$ cat src/rtl/pcie_src_ctrl.sv
// pcie_src_ctrl: source-side flow controller upstream of the PCIe transaction top.
// Buffers 6-bit producer words in a small skid FIFO and pushes them one per cycle
// into the main FIFO, stalling on Pausa_MF.
// Optional build macro PCIE_SRC_STATS_EN: when defined, per-VC push counters are
// built; otherwise cnt_vc0/cnt_vc1 are tied to zero.
module pcie_src_ctrl #(
  parameter int unsigned DEPTH = 4,
  parameter int unsigned PTR_W = 2,
  parameter int unsigned CNT_W = 8
) (
  input  logic             clk,
  input  logic             reset_L,
  input  logic             init,
  input  logic             in_valid,
  input  logic [5:0]       in_data,
  output logic             in_ready,
  input  logic             Pausa_MF,
  output logic             push,
  output logic [5:0]       data_out,
  output logic [1:0]       state_out,
  output logic [CNT_W-1:0] cnt_vc0,
  output logic [CNT_W-1:0] cnt_vc1,
  output logic             busy
);

  localparam logic [1:0] ST_INIT  = 2'd0;
  localparam logic [1:0] ST_IDLE  = 2'd1;
  localparam logic [1:0] ST_SEND  = 2'd2;
  localparam logic [1:0] ST_PAUSE = 2'd3;

  localparam logic [PTR_W:0] LP_FULL = (PTR_W+1)'(DEPTH);

  logic [1:0]       r_state;
  logic [1:0]       w_state_nxt;
  logic [5:0]       r_mem [DEPTH];
  logic [PTR_W-1:0] r_wptr;
  logic [PTR_W-1:0] r_rptr;
  logic [PTR_W:0]   r_occ;
  logic [PTR_W:0]   w_occ_nxt;
  logic             r_push;
  logic [5:0]       r_data_out;
  logic             w_wr;
  logic             w_pop;
  logic             w_flush;
  logic [5:0]       w_head;

  // in_ready is judged on pre-pop occupancy, so a full buffer never bypasses.
  assign in_ready = (r_occ < LP_FULL) && (r_state != ST_INIT);
  assign w_wr     = in_valid & in_ready;
  assign w_flush  = init | (r_state == ST_INIT);
  assign w_pop    = (r_state == ST_SEND) & ~Pausa_MF & (r_occ != '0) & ~init;
  assign w_head   = r_mem[r_rptr];

  // Occupancy after this edge's write and pop.
  always_comb begin
    w_occ_nxt = r_occ;
    case ({w_wr, w_pop})
      2'b10:   w_occ_nxt = r_occ + 1'b1;
      2'b01:   w_occ_nxt = r_occ - 1'b1;
      default: w_occ_nxt = r_occ;
    endcase
  end

  // FSM next state; init overrides every other transition.
  always_comb begin
    w_state_nxt = r_state;
    if (init) begin
      w_state_nxt = ST_INIT;
    end else begin
      case (r_state)
        ST_INIT:  w_state_nxt = ST_IDLE;
        ST_IDLE:  if (w_occ_nxt != '0) w_state_nxt = ST_SEND;
        ST_SEND: begin
          if (Pausa_MF)               w_state_nxt = ST_PAUSE;
          else if (w_occ_nxt == '0)   w_state_nxt = ST_IDLE;
        end
        ST_PAUSE: begin
          if (w_occ_nxt == '0)        w_state_nxt = ST_IDLE;
          else if (!Pausa_MF)         w_state_nxt = ST_SEND;
        end
        default:  w_state_nxt = ST_INIT;
      endcase
    end
  end

  // State, pointers and occupancy; flushed while initialising.
  always_ff @(posedge clk or negedge reset_L) begin
    if (!reset_L) begin
      r_state <= ST_INIT;
      r_wptr  <= '0;
      r_rptr  <= '0;
      r_occ   <= '0;
    end else if (w_flush) begin
      r_state <= w_state_nxt;
      r_wptr  <= '0;
      r_rptr  <= '0;
      r_occ   <= '0;
    end else begin
      r_state <= w_state_nxt;
      r_occ   <= w_occ_nxt;
      if (w_wr)  r_wptr <= r_wptr + 1'b1;
      if (w_pop) r_rptr <= r_rptr + 1'b1;
    end
  end

  // Buffer storage; contents are don't-care until written.
  always_ff @(posedge clk) begin
    if (w_wr) r_mem[r_wptr] <= in_data;
  end

  // Registered push strobe and word towards the main FIFO.
  always_ff @(posedge clk or negedge reset_L) begin
    if (!reset_L) begin
      r_push     <= 1'b0;
      r_data_out <= '0;
    end else begin
      r_push <= w_pop;
      if (w_pop) r_data_out <= w_head;
    end
  end

`ifdef PCIE_SRC_STATS_EN
  logic [CNT_W-1:0] r_cnt_vc0;
  logic [CNT_W-1:0] r_cnt_vc1;

  // Per-VC push counters, steered by the vc_id bit of the popped word.
  always_ff @(posedge clk or negedge reset_L) begin
    if (!reset_L) begin
      r_cnt_vc0 <= '0;
      r_cnt_vc1 <= '0;
    end else if (w_flush) begin
      r_cnt_vc0 <= '0;
      r_cnt_vc1 <= '0;
    end else if (w_pop) begin
      if (w_head[5]) r_cnt_vc1 <= r_cnt_vc1 + 1'b1;
      else           r_cnt_vc0 <= r_cnt_vc0 + 1'b1;
    end
  end

  assign cnt_vc0 = r_cnt_vc0;
  assign cnt_vc1 = r_cnt_vc1;
`else
  assign cnt_vc0 = '0;
  assign cnt_vc1 = '0;
`endif

  assign push      = r_push;
  assign data_out  = r_data_out;
  assign state_out = r_state;
  assign busy      = (r_occ != '0) | r_push;

endmodule

$ cat config.mk
export PLATFORM = sky130hd
export DESIGN_NAME = pcie_src_ctrl
export DESIGN_NICKNAME = d
export VERILOG_FILES = /design/src/rtl/pcie_src_ctrl.sv
export SDC_FILE = /design/constraint.sdc
export NUM_CORES = 1
export LEC_CHECK = 0
export BUFFER_PORTS_ARGS = -buffer_cell sky130_fd_sc_hd__buf_4
export CORE_MARGIN = 2
export CORE_UTILIZATION = 48
export DETAILED_ROUTE_END_ITERATION = 8
export GPL_TIMING_DRIVEN = 1
export HOLD_SLACK_MARGIN = 0.15
export PLACE_DENSITY = 0.74
export SLEW_MARGIN = 10
export SYNTH_ARGS = -nofsm -noshare
export SYNTH_HDL_FRONTEND = slang
export SYNTH_SLANG_ARGS = --single-unit
$ cat constraint.sdc
create_clock -name clk -period 2.7 [get_ports clk]
set_clock_uncertainty 0.15 [all_clocks]
set_input_delay 0.135 -clock clk [delete_from_list [all_inputs] [get_ports clk]]
set_output_delay 0.135 -clock clk [all_outputs]
set_load 0.02 [all_outputs]
# Word-level counts from Yosys, hierarchy flattened
# Memories as Yosys holds them, arrays and structs flattened. A register that Yosys moved wholly into a read port is not among the register bits.
# Index checks and enable logic that the tools add are counted.
# classes
n_eq_ne	8
reduce_logical	10
n_bitwise	8
addsub	4
muxes	15
n_lt_le_gt_ge	1
# ops
operator	count
2-bit two-way mux	10
2-bit case mux with 4 select lines	1
2-bit == test (second input constant)	3
3-bit case mux with 2 select lines	1
2-bit nonzero test	3
3-bit nonzero test	2
2-bit by 1-bit adder with 2-bit output (second input constant)	2
1-bit AND	4
2-bit by 1-bit == test with 1-bit output (second input constant)	2
4-bit by 3-bit != test with 1-bit output (second input constant)	1
4-bit != test (second input constant)	1
3-bit by 1-bit adder with 3-bit output (second input constant)	1
3-bit zero test	1
3-bit less-than comparator (second input constant)	1
3-bit two-way mux	1
3-bit != test (second input constant)	1
3-bit AND reduction	1
3-bit by 1-bit subtractor with 3-bit output (second input constant)	1
2-bit zero test	1
1-bit two-way mux	2
1-bit inverter	2
1-bit bitwise OR	2
1-bit logical AND	1
1-bit zero test	1
# word_totals
word_cells	52
regBits	10
inputBits	11
mem_bits_rw	24
memories	1
output_inout_bits	27
# mem_list
name	depth	word_bits	rd	rd_ports_with_merged_regs	write_ports	line	source
r_mem	4	6	1	1	1	35	logic [5:0] r_mem [DEPTH];

# Longest topological paths before layout
# Gate-level depths: netlist of run 1.
# depth
depth_word	11
ltp_mapped	10

# Least setup slack after synthesis of run 1
# No wires, ideal clock.
# synth_timing
path_type	register to register
from	reg r_state[0] (netlist: state_out[0])
to	reg r_state[0] (netlist: state_out[0])
setup_ps	125
t_required_ps	2425
arrival_time_ps	2462
path_buffers	0
slack_ps	-38
path_stages_with_launch	10
path_cell_list	dfrtp_1 -> nor4b_1 -> nand2_1 -> inv_1 -> ha_1 -> inv_1 -> fa_1 -> nor2b_1 -> a2111oi_0 -> a2111oi_0
# synth_via
elab_chain_cells	10
word_cells_on_any_way	22
# synth_rtl
element	line	source
start: declaration	33	logic [1:0] r_state;
start signal: assignment	94	r_state <= w_state_nxt;
start signal: assignment	99	r_state <= w_state_nxt;
2-bit == test (*)	51	assign w_pop = (r_state == ST_SEND) & ~Pausa_MF & (r_occ != '0) & ~init;
1-bit AND (*) (3 in series)	51	
via w_pop	43	logic w_pop;
2-bit by 1-bit == test with 1-bit output / 2-bit == test (equally long branches)	57	case ({w_wr, w_pop})
3-bit case mux with 2 select lines (*)	57	
3-bit zero test	75, 78	
2-bit two-way mux	78	if (w_occ_nxt == '0) w_state_nxt = ST_IDLE;
2-bit case mux with 4 select lines	70	case (r_state)
2-bit two-way mux	67	if (init) begin
# Mark *: on every way through the listed nets, which the timed path passes. The rest lies on a longest branch.
# A chain may end at the register's enable or synchronous reset.

# Final worst setup path of run 1
# layout_timing
from	reg r_state[1] (netlist: state_out[1])
to	reg r_state[0] (netlist: state_out[0])
# layout_via
elab_chain_cells	10
word_cells_on_any_way	22
# layout_rtl
element	line
2-bit == test	51, 70
1-bit AND (3 in series)	51
2-bit by 1-bit == test with 1-bit output / 2-bit == test (equally long branches)	57
3-bit case mux with 2 select lines	57
3-bit zero test	75, 78
2-bit two-way mux	78
2-bit case mux with 4 select lines	70
2-bit two-way mux	67
# Parallel ways exist; a longest one is shown, timed or not.

==> impl_metrics.sql, run 1 <==
INSERT INTO impl_metrics (metric_group, metric, value, unit) VALUES
('power_and_ir_drop', 'power.switching', '0.355', 'mW'),
('floorplanning', 'die_w', '66.3', 'microns'),
('worst_setup_path', 'crit_slowest_cell', 'sky130_fd_sc_hd__dfrtp_2', ''),
('clock_network', 'tritoncts', 'done', ''),
('global_routing', 'global_route_overflow', '0', ''),
('global_routing', 'grt_start_max_net_pins', '17', ''),
('min_path', 'worst_hold_path_type', 'in -> reg', ''),
('timing', 'hold_violations', '0', ''),
('synthesis', 'synthMuxAreaShare', '11.4', '%'),
('power_and_ir_drop', 'swShare', '25.1', '%'),
('floorplanning', 'core_area', '3690', 'sq um'),
('power_and_ir_drop', 'leakagePower', '0.980', 'nW'),
('global_routing', 'grt_first_pass_wirelength', '5.46', 'mm'),
('finish', 'nNetsFinal', '190', ''),
('clock_network', 'cts-root-to-sink-buffers', '2', ''),
('finish', 'syn2layout_area_growth', '24.4', '%'),
('synthesis', 'synth_warnings', '0', ''),
('timing', 'final_setup_violations', '0', ''),
('synthesis', 'synth.distinct_cells', '37', ''),
('power_and_ir_drop', 'gate_power_share', '15.9', '%'),
('floorplanning', 'die_y', '66.3', 'microns'),
('synthesis', 'fraction_of_the_yosys_area_taken_by_sequential_cells', '60.1', '%'),
('run_status', 'outcome', 'complete, no violations', ''),
('clock_network', 'cts.sinks', '40', ''),
('power_and_ir_drop', 'worst_ir_drop_vdd', '0.482', 'mV'),
('finish', 'antenna_cells', '0', ''),
('placed_design', 'port_bufs', '21', ''),
('worst_setup_path', 'critical_path.cell_chain', 'or2_2 -> and2_1 -> inv_1 -> ha_1 -> inv_1 -> fa_1 -> xor2_1 -> o2111a_1 -> a2111oi_2', ''),
('synthesis', 'dominant_combinational_cell_family_by_area_after_synthesis', 'multiplexers', ''),
('synthesis', 'synthXorXnorAreaFrac', '1.41', '%'),
('worst_setup_path', 'r2r_start', 'state_out[1]', ''),
('synthesis', 'synthesis.area', '1870', 'sq um'),
('floorplanning', 'initial_utilization', '50.6', '%'),
('drt', 'drcViolationCount', '0', ''),
('worst_setup_path', 'cpMostUsedCell', 'sky130_fd_sc_hd__inv_1', ''),
('synthesis', 'synth_top_cell_by_area', 'sky130_fd_sc_hd__edfxtp_1', ''),
('timing', 'timing.max_slew.rel_slack', '49.7', '%'),
('synthesis', 'synth.ff_latch_count', '40', ''),
('timing', 'slew_violations', '0', ''),
('floorplanning', 'die-area', '4400', 'sq um'),
('clock_network', 'cts-buffers-inserted', '5', ''),
('synthesis', 'adder_cell_share_of_the_synthesized_area', '4.43', '%'),
('drt', 'first_pass_iters', '5', ''),
('finish', 'post-route-cell-area', '2320', 'sq um'),
('power_and_ir_drop', 'pwr_density_cell', '609', 'nW/um^2'),
('placed_design', 'place_congestion', '0.881', ''),
('drt', 'via_count', '1117', ''),
('clock_network', 'cell_at_the_root_of_the_clock_tree', 'sky130_fd_sc_hd__clkbuf_8', ''),
('worst_setup_path', 'worstSetupStartpointType', 'register', ''),
('power_and_ir_drop', 'seqPwrFrac', '49.6', '%'),
('drt', 'number_of_drc_markers_after_the_initial_detailed_route_iteration', '80', ''),
('drt', 'post_drt_wl_per_cell', '15.2', 'microns'),
('floorplanning', 'io_pins', '38', ''),
('timing', 'period_share', '98.3', '%'),
('finish', 'post_route_cells_drive_above_1_share', '31.0', '%'),
('worst_setup_path', 'cp-end-kind', 'register', ''),
('power_and_ir_drop', 'clock_power_share', '34.5', '%'),
('timing', 'tightest_slew', '0.752', 'ns'),
('synthesis', 'basic_gate_share_of_the_synthesized_area_counting_and_or_nand_and_nor_cells', '9.05', '%'),
('clock_network', 'clock_insertion_delay_worst_skew', '0.29', 'ns'),
('finish', 'filler_cell_count', '275', ''),
('finish', 'post-route-util', '62.9', '%'),
('timing', 'grt_setup_unrepaired', 'yes', ''),
('global_routing', 'number_of_global_route_vias_before_repair', '1111', ''),
('clock_network', 'clkSlewWorstSetupHoldPaths', '0.08', 'ns'),
('synthesis', 'average_size_of_a_mapped_cell', '14.1', 'sq um'),
('drt', 'viasPerCell', '5.03', ''),
('min_path', 'min_from', 'Pausa_MF', ''),
('worst_setup_path', 'critical_path_class', 'reg -> reg', ''),
('job', 'max_cap_viol_count', '0', ''),
('worst_setup_path', 'worst-endpoint-required', '2.72', 'ns');
[critical path: cells and delay by family (launching register included)]
family          cells  cell delay, ns
buf+inv             2            0.12
compound gates      2            0.61
flops               1            0.45
simple gates        2            0.48
xor+xnor            1            0.20
fa+ha+maj           2            0.53
[placed cells by master, fill, tap and decap left out, types with 6 or more instances in the layout]
master                          Yosys  final
sky130_fd_sc_hd__inv_1              8      8
sky130_fd_sc_hd__edfxtp_1          24     24
sky130_fd_sc_hd__dlygate4sd3_1      0     12
sky130_fd_sc_hd__dfrtp_1           16     14
sky130_fd_sc_hd__conb_1             1     16
sky130_fd_sc_hd__mux4_2             6      6
sky130_fd_sc_hd__buf_4             16     27
sky130_fd_sc_hd__mux2_2             6      6
[metrics by stage]
| step | setup TNS [ns] | total power [mW] | hold WS [ns] | setup slack (ns) | cells |
|---|---|---|---|---|---|
| finish | 0 | 1.41 | 0.188 | 0.0468 | 222 |
| global route | -0.0605 | 1.47 | 0.196 | -0.0605 | 222 |
| CTS | 0 | 1.41 | 0.155 | 0.00128 | 222 |
| detailed placement | -0.0128 | 0.915 | -0.139 | -0.0128 | 202 |
| global placement | 0 | 0.908 | -0.142 | 0.143 | 202 |
| floorplan | 0 | 0.848 | -0.311 | 0.0171 | 147 |
[power by group through the flow]
stage	Sequential, mW	Clock, mW	Combinational [mW]
finish	0.701	0.487	0.225
CTS	0.699	0.498	0.215
floorplan	0.729	0	0.119
global placement	0.711	0	0.197
detailed placement	0.712	0	0.203
global route	0.704	0.519	0.244
[synth_stat cells, drive strengths merged]
library cell  instances
a2111oi               2
a211oi                1
a21o                  1
a21oi                 2
a32o                  1
a41oi                 1
and2                  2
and3                  4
buf                  18
clkbuf                2
conb                  1
dfrtp                16
edfxtp               24
fa                    1
ha                    5
inv                   8
mux2                  6
mux2i                 1
mux4                  6
nand2                 3
nand2b                2
nand3                 2
nor2                  5
nor2b                 2
nor3                  3
nor3b                 1
nor4b                 1
o2111a                1
o21ai                 2
or2                   1
or3                   3
or4b                  1
xnor2                 1
xor2                  2
[cells by family after synthesis]
| logic type | after synthesis |
|---|---|
| AO/OA/AOI/OAI | 11 |
| XOR/XNOR | 3 |
| adder cells (fa/ha/maj) | 6 |
| buffers and inverters | 28 |
| flip-flops | 40 |
| multiplexers | 13 |
| other | 1 |
| AND/OR/NAND/NOR | 30 |
[per-layer routing]
layer	part of all wire [%]	global-route usage, %	vias to the layer above
li1	-	-	528
met1	43	22.7	556
met4	0.71	6.63	0
met5	0	0	-
met2	52	27.5	31
met3	3.9	4.43	2
[state kept, by name (all words and copies together), names as in the netlist]
signal     cells
data_out       6
push           1
r_mem         24
r_occ          3
r_rptr         2
r_wptr         2
state_out      2
[cell type report]
cell class                 count  area, sq um  area share, %
sequential                    40         1120           48.4
multi-input combinational     79          668           28.8
timing repair buffer          39          323           13.9
clock buffer                   5         68.8           2.96
tap                           48         60.1           2.59
clock inverter                 3         47.5           2.05
inverter                       8         30.0           1.29
[worst paths after layout]
kind                                 to  cells after the start
min in group asynchronous      r_occ[2]                      3
max                        state_out[0]                      9
min                        state_out[0]                      4
max reg2reg                state_out[0]                      9
max in group asynchronous  state_out[1]                      3
min reg2reg                 data_out[4]                      1
[what timing repair did]
item	in CTS	in global routing
endpoints found under the setup margin	0	2
endpoints found under the hold margin	46	0
setup buffers	0	0
resized for setup	0	8
hold buffers	12	0
Note: power is estimated with default switching activity, not from simulation.
==> run 2: changes to the inputs <==
RECOVER_POWER = 100   (was not set)
==> impl_metrics.sql, run 2 (synthesis results as in run 1) <==
INSERT INTO impl_metrics (metric_group, metric, value, unit) VALUES
('finish', 'largest_reg_flops', '24', ''),
('placed_design', 'placement.cell_area', '2050', 'sq um'),
('job', 'max_cap_viol_count', '0', ''),
('drt', 'drtAntennaViolNets', '0', ''),
('finish', 'antenna_cells', '0', ''),
('finish', 'post_route_cells_drive_above_1_share', '23.6', '%'),
('timing', 'final_hold_slack', '0.195', 'ns'),
('min_path', 'worst_hold_path_type', 'in -> reg', ''),
('global_routing', 'global_route_overflow', '0', ''),
('timing', 'slew_violations', '0', ''),
('worst_setup_path', 'worst-endpoint-required', '2.72', 'ns'),
('worst_setup_path', 'timing.critical_path.buf_inv', '2', ''),
('worst_setup_path', 'rrSetupSlack', '0.05', 'ns'),
('power_and_ir_drop', 'pwr_density_cell', '615', 'nW/um^2'),
('placed_design', 'pre_cts_slack', '-0.0128', 'ns'),
('power_and_ir_drop', 'total_power', '1.40', 'mW'),
('floorplanning', 'die-area', '4400', 'sq um'),
('worst_setup_path', 'critPathArrivalTime', '2.68', 'ns'),
('min_path', 'min_from', 'Pausa_MF', ''),
('floorplanning', 'initial_utilization', '50.6', '%'),
('global_routing', 'number_of_global_route_vias_before_repair', '1111', ''),
('global_routing', 'grt_antenna_before_repair', '0', ''),
('global_routing', 'grt_first_pass_wirelength', '5.46', 'mm'),
('clock_network', 'clock_insertion_delay_worst_skew', '0.29', 'ns'),
('worst_setup_path', 'cp-end-kind', 'register', ''),
('drt', 'via_count', '1118', ''),
('worst_setup_path', 'r2r_start', 'state_out[1]', ''),
('worst_setup_path', 'worstSetupStartpointType', 'register', ''),
('worst_setup_path', 'critical_path_class', 'reg -> reg', ''),
('worst_setup_path', 'critical_path.cell_chain', 'or2_2 -> and2_1 -> inv_1 -> ha_1 -> inv_1 -> fa_1 -> xor2_1 -> o2111a_1 -> a2111oi_2', ''),
('clock_network', 'cts-root-to-sink-buffers', '2', ''),
('clock_network', 'cts.sinks', '40', ''),
('finish', 'syn2layout_area_growth', '21.8', '%'),
('power_and_ir_drop', 'worst_ir_drop_vdd', '0.473', 'mV'),
('global_routing', 'grt_use_total', '17.3', '%'),
('timing', 'final_setup_violations', '0', ''),
('drt', 'drt-total-wl', '3.32', 'mm'),
('timing', 'period_minus_slack', '2.65', 'ns'),
('timing', 'final_critical_path_setup_slack', '0.0474', 'ns'),
('floorplanning', 'core_area', '3690', 'sq um'),
('drt', 'viasPerCell', '5.04', ''),
('placed_design', 'port_bufs', '21', ''),
('worst_setup_path', 'crit_slowest_cell', 'sky130_fd_sc_hd__dfrtp_2', ''),
('finish', 'finish.cell_count_without_fillers', '222', ''),
('timing', 'period_share', '98.2', '%'),
('drt', 'post_drt_wl_per_cell', '15.0', 'microns'),
('clock_network', 'tritoncts', 'done', ''),
('finish', 'layout.cells.most_common', 'sky130_fd_sc_hd__edfxtp_1', ''),
('worst_setup_path', 'cpMostUsedCell', 'sky130_fd_sc_hd__inv_1', ''),
('placed_design', 'half_perimeter_wire_length_of_the_detailed_placement_result', '2.27', 'mm'),
('timing', 'hold_violations', '0', ''),
('drt', 'first_pass_iters', '4', ''),
('timing', 'timing.max_slew.rel_slack', '49.7', '%'),
('worst_setup_path', 'worst_path_dominant_cell_family', 'compound AO/OA/AOI/OAI gates', ''),
('floorplanning', 'io_pins', '38', ''),
('placed_design', 'placed_insts', '202', ''),
('worst_setup_path', 'cpPeakStageDelay', '0.45', 'ns'),
('clock_network', 'htree_levels', '2', ''),
('finish', 'post-route-cell-area', '2270', 'sq um'),
('timing', 'grt_setup_unrepaired', 'yes', ''),
('run_status', 'outcome', 'complete, no violations', ''),
('clock_network', 'cts-buffers-inserted', '5', ''),
('clock_network', 'clkSlewWorstSetupHoldPaths', '0.08', 'ns'),
('timing', 'achievable-frequency', '377', 'MHz'),
('timing', 'fin_tns_setup', '0', 'ns'),
('worst_setup_path', 'setup.worst_path.start', 'state_out[1]', ''),
('finish', 'regArea', '1120', 'sq um'),
('finish', 'post-route-util', '61.6', '%'),
('floorplanning', 'rows', '22', ''),
('finish', 'nNetsFinal', '190', ''),
('finish', 'filler_cell_count', '293', ''),
('finish', 'most-common-layout-cells', 'sky130_fd_sc_hd__edfxtp_1 (24), sky130_fd_sc_hd__conb_1 (16), sky130_fd_sc_hd__dfrtp_1 (14), sky130_fd_sc_hd__buf_4 (14), sky130_fd_sc_hd__clkbuf_1 (13)', ''),
('floorplanning', 'die_w', '66.3', 'microns'),
('drt', 'drcViolationCount', '0', ''),
('power_and_ir_drop', 'leakagePower', '0.929', 'nW'),
('timing', 'tightest_slew', '0.753', 'ns'),
('global_routing', 'grt_start_max_net_pins', '17', ''),
('placed_design', 'place_congestion', '0.881', ''),
('drt', 'number_of_drc_markers_after_the_initial_detailed_route_iteration', '62', ''),
('worst_setup_path', 'critical_path_peak_fanout', '7', ''),
('finish', 'registers.top_by_ff_count', 'r_mem', ''),
('clock_network', 'cell_at_the_root_of_the_clock_tree', 'sky130_fd_sc_hd__clkbuf_8', ''),
('finish', 'multiInputGateArea', '668', 'sq um'),
('floorplanning', 'die_y', '66.3', 'microns'),
('clock_network', 'postCtsSetupBuffers', '0', '');
-- run 2: metal layers --
| layer | track usage [%] | vias to the layer above | part of all wire [%] |
|---|---|---|---|
| li1 | - | 530 | - |
| met1 | 22.7 | 556 | 42 |
| met2 | 27.5 | 30 | 53 |
| met3 | 4.43 | 2 | 4.2 |
| met4 | 6.63 | 0 | 0.75 |
| met5 | 0 | - | 0 |
-- run 2: final cells by class --
class | instances | share of cell area (%)
Sequential cell | 40 | 49.4
Inverter | 8 | 1.32
Clock inverter | 3 | 2.09
Multi-Input combinational cell | 79 | 29.4
Tap cell | 48 | 2.64
Clock buffer | 5 | 3.03
Timing Repair Buffer | 39 | 12.1
-- run 2: worst paths after layout --
| path | to | cells after the start |
|---|---|---|
| setup / recovery | state_out[0] | 9 |
| hold / removal | state_out[0] | 4 |
| setup reg to reg | state_out[0] | 9 |
| hold reg to reg | data_out[4] | 1 |
| max in group asynchronous | state_out[1] | 3 |
| min in group asynchronous | r_occ[2] | 3 |
-- run 2: tightest hold or removal path, stage by stage --
cell,delay [ns]
sky130_fd_sc_hd__buf_4,0.13
sky130_fd_sc_hd__nand2_1,0.07
sky130_fd_sc_hd__o2111a_1,0.21
sky130_fd_sc_hd__a2111oi_2,0.06
-- run 2: timing repair --
item | CTS | global route
hold endpoints to repair | 46 | 0
resized for setup | 0 | 8
hold buffers | 12 | 0
endpoints found under the setup margin | 0 | 2
-- run 2: power breakdown --
part | switching [mW] | internal, mW
Combinational | 0.126 | 0.0841
Clock | 0.208 | 0.278
Sequential | 0.0185 | 0.682
Total | 0.353 | 1.04
==> run 3: changes to the inputs <==
CORE_UTILIZATION = 51   (was 48)
CTS_BUF_LIST = sky130_fd_sc_hd__clkbuf_4   (was not set)
PLACE_DENSITY = 0.78   (was 0.74)
==> impl_metrics.sql, run 3 (synthesis results as in run 1) <==
INSERT INTO impl_metrics (metric_group, metric, value, unit) VALUES
('run_status', 'outcome', 'finished, violations left', ''),
('run_status', 'failed_checks', 'negative setup slack', ''),
('placed_design', 'port_bufs', '21', ''),
('floorplanning', 'die_w', '64.5', 'microns'),
('drt', 'post_drt_wl_per_cell', '17.4', 'microns'),
('timing', 'period_minus_slack', '2.70', 'ns'),
('clock_network', 'tritoncts', 'done', ''),
('finish', 'registers.top_by_ff_count', 'r_mem', ''),
('worst_setup_path', 'worstSetupStartpointType', 'input pin', ''),
('floorplanning', 'die-area', '4160', 'sq um'),
('finish', 'antenna_cells', '0', ''),
('floorplanning', 'rows', '21', ''),
('floorplanning', 'io_pins', '38', ''),
('worst_setup_path', 'critical_path_class', 'in -> reg', ''),
('drt', 'first_pass_iters', '4', ''),
('drt', 'number_of_drc_markers_after_the_initial_detailed_route_iteration', '108', ''),
('worst_setup_path', 'critPathArrivalTime', '2.80', 'ns'),
('finish', 'largest_reg_flops', '24', ''),
('timing', 'final_setup_violations', '1', ''),
('timing', 'final_critical_path_setup_slack', '-0.000132', 'ns'),
('worst_setup_path', 'rrSetupSlack', '0.02', 'ns'),
('global_routing', 'grt_antenna_before_repair', '0', ''),
('drt', 'drtAntennaViolNets', '0', ''),
('drt', 'drcViolationCount', '0', ''),
('finish', 'layout.cells.most_common', 'sky130_fd_sc_hd__edfxtp_1', ''),
('drt', 'viasPerCell', '5.38', ''),
('drt', 'via_count', '1222', ''),
('floorplanning', 'core_area', '3420', 'sq um'),
('power_and_ir_drop', 'pwr_density_cell', '531', 'nW/um^2'),
('clock_network', 'cts-buffers-inserted', '5', ''),
('finish', 'finish.cell_count_without_fillers', '227', ''),
('global_routing', 'global_route_overflow', '0', ''),
('job', 'max_cap_viol_count', '0', ''),
('global_routing', 'grt_first_pass_wirelength', '5.94', 'mm'),
('finish', 'post_route_cells_drive_above_1_share', '27.1', '%'),
('timing', 'period_share', '100', '%'),
('placed_design', 'half_perimeter_wire_length_of_the_detailed_placement_result', '2.29', 'mm'),
('worst_setup_path', 'critical_path_peak_fanout', '5', ''),
('timing', 'fin_tns_setup', '-0.000132', 'ns'),
('clock_network', 'cts-root-to-sink-buffers', '2', ''),
('clock_network', 'cell_at_the_root_of_the_clock_tree', 'sky130_fd_sc_hd__clkbuf_4', ''),
('global_routing', 'grt_use_total', '19.7', '%'),
('floorplanning', 'initial_utilization', '54.6', '%'),
('worst_setup_path', 'cp-end-kind', 'register', ''),
('timing', 'timing.max_slew.rel_slack', '48.0', '%'),
('finish', 'syn2layout_area_growth', '23.3', '%'),
('power_and_ir_drop', 'total_power', '1.22', 'mW'),
('clock_network', 'clock_insertion_delay_worst_skew', '0.35', 'ns'),
('clock_network', 'htree_levels', '2', ''),
('timing', 'hold_violations', '0', ''),
('timing', 'slew_violations', '0', ''),
('drt', 'drt-total-wl', '3.95', 'mm'),
('clock_network', 'cts.sinks', '40', ''),
('placed_design', 'place_congestion', '0.837', ''),
('timing', 'tightest_slew', '0.778', 'ns'),
('timing', 'achievable-frequency', '370', 'MHz'),
('global_routing', 'number_of_global_route_vias_before_repair', '1219', ''),
('floorplanning', 'die_y', '64.5', 'microns'),
('finish', 'most-common-layout-cells', 'sky130_fd_sc_hd__edfxtp_1 (24), sky130_fd_sc_hd__clkbuf_1 (17), sky130_fd_sc_hd__conb_1 (16), sky130_fd_sc_hd__dfrtp_1 (16), sky130_fd_sc_hd__buf_4 (16)', ''),
('power_and_ir_drop', 'leakagePower', '0.929', 'nW'),
('placed_design', 'placed_insts', '199', ''),
('placed_design', 'pre_cts_slack', '-0.0632', 'ns'),
('global_routing', 'grt_start_max_net_pins', '17', ''),
('min_path', 'worst_hold_path_type', 'in -> reg', ''),
('worst_setup_path', 'worst-endpoint-required', '2.80', 'ns'),
('finish', 'nNetsFinal', '198', ''),
('power_and_ir_drop', 'worst_ir_drop_vdd', '0.353', 'mV'),
('clock_network', 'clkSlewWorstSetupHoldPaths', '0.10', 'ns');
-- run 3: cell types whose count changed in the layout (fill, tap and decap cells not counted), moves of 2 or more --
| cell | previous run | this run |
|---|---|---|
| sky130_fd_sc_hd__clkbuf_4 | 0 | 7 |
| sky130_fd_sc_hd__clkbuf_8 | 5 | 0 |
| sky130_fd_sc_hd__clkbuf_1 | 13 | 17 |
| sky130_fd_sc_hd__buf_4 | 14 | 16 |
| sky130_fd_sc_hd__clkinv_4 | 2 | 0 |
| sky130_fd_sc_hd__dfrtp_1 | 14 | 16 |
| sky130_fd_sc_hd__dfrtp_2 | 2 | 0 |
| sky130_fd_sc_hd__inv_1 | 8 | 6 |
| sky130_fd_sc_hd__inv_2 | 0 | 2 |
-- run 3: timing repair --
action,in CTS,in global routing
hold endpoints to repair,50,0
hold buffers,12,0
pin swaps,2,3
buffers inserted,4,5
gates resized for setup,4,14
endpoints found under the setup margin,1,3
-- run 3: metal layers --
metal  GRT usage, %  wire, microns  vias up
met5              0              0        -
met4           11.2            135        0
met3           4.34            256       14
met2           33.5           2040       64
met1           23.1           1510      603
li1               -              -      541
-- run 3: metrics by stage --
stage               hold WS (ns)  util, %  instance area [sq um]
global route               0.280     67.3                   2300
finish                     0.243     67.3                   2300
CTS                        0.201     66.0                   2260
detailed placement        -0.134     59.8                   2040
global placement          -0.136     59.8                   2040
floorplan                 -0.311        -                   1930
-- run 3: path summary, 6_finish.rpt --
check / start / depth (start not counted) / end
setup / recovery: Pausa_MF / 11 / state_out[1]
hold / removal: in_valid / 5 / r_wptr[0]
setup reg to reg: state_out[0] / 9 / state_out[1]
hold reg to reg: data_out[2] / 1 / data_out[2]
max in group asynchronous: reset_L / 3 / state_out[1]
min in group asynchronous: reset_L / 3 / r_rptr[1]
-- run 3: critical path, stage by stage --
cell and delay [ns]:
sky130_fd_sc_hd__dlygate4sd3_1 0.57, sky130_fd_sc_hd__buf_4 0.17, sky130_fd_sc_hd__nor4b_4 0.28, sky130_fd_sc_hd__nand2_1 0.12, sky130_fd_sc_hd__inv_2 0.10, sky130_fd_sc_hd__ha_4 0.16
sky130_fd_sc_hd__inv_1 0.07, sky130_fd_sc_hd__fa_2 0.36, sky130_fd_sc_hd__xor2_2 0.19, sky130_fd_sc_hd__or3_4 0.37, sky130_fd_sc_hd__a41oi_4 0.25
-- run 3: report_power, final --
part           internal (mW)  switching, mW
sequential             0.681         0.0179
combinational         0.0967          0.146
clock                 0.0949          0.184
-- run 3: cell type report --
| cell class | count | area (sq um) |
|---|---|---|
| flip-flops and latches | 40 | 1120 |
| fillers | 248 | 1120 |
| multi-input cells | 79 | 722 |
| repair buffers | 47 | 319 |
| well taps | 46 | 57.6 |
| clock buffers | 5 | 37.5 |
| inverters | 8 | 30.0 |
| clock inverters | 2 | 12.5 |
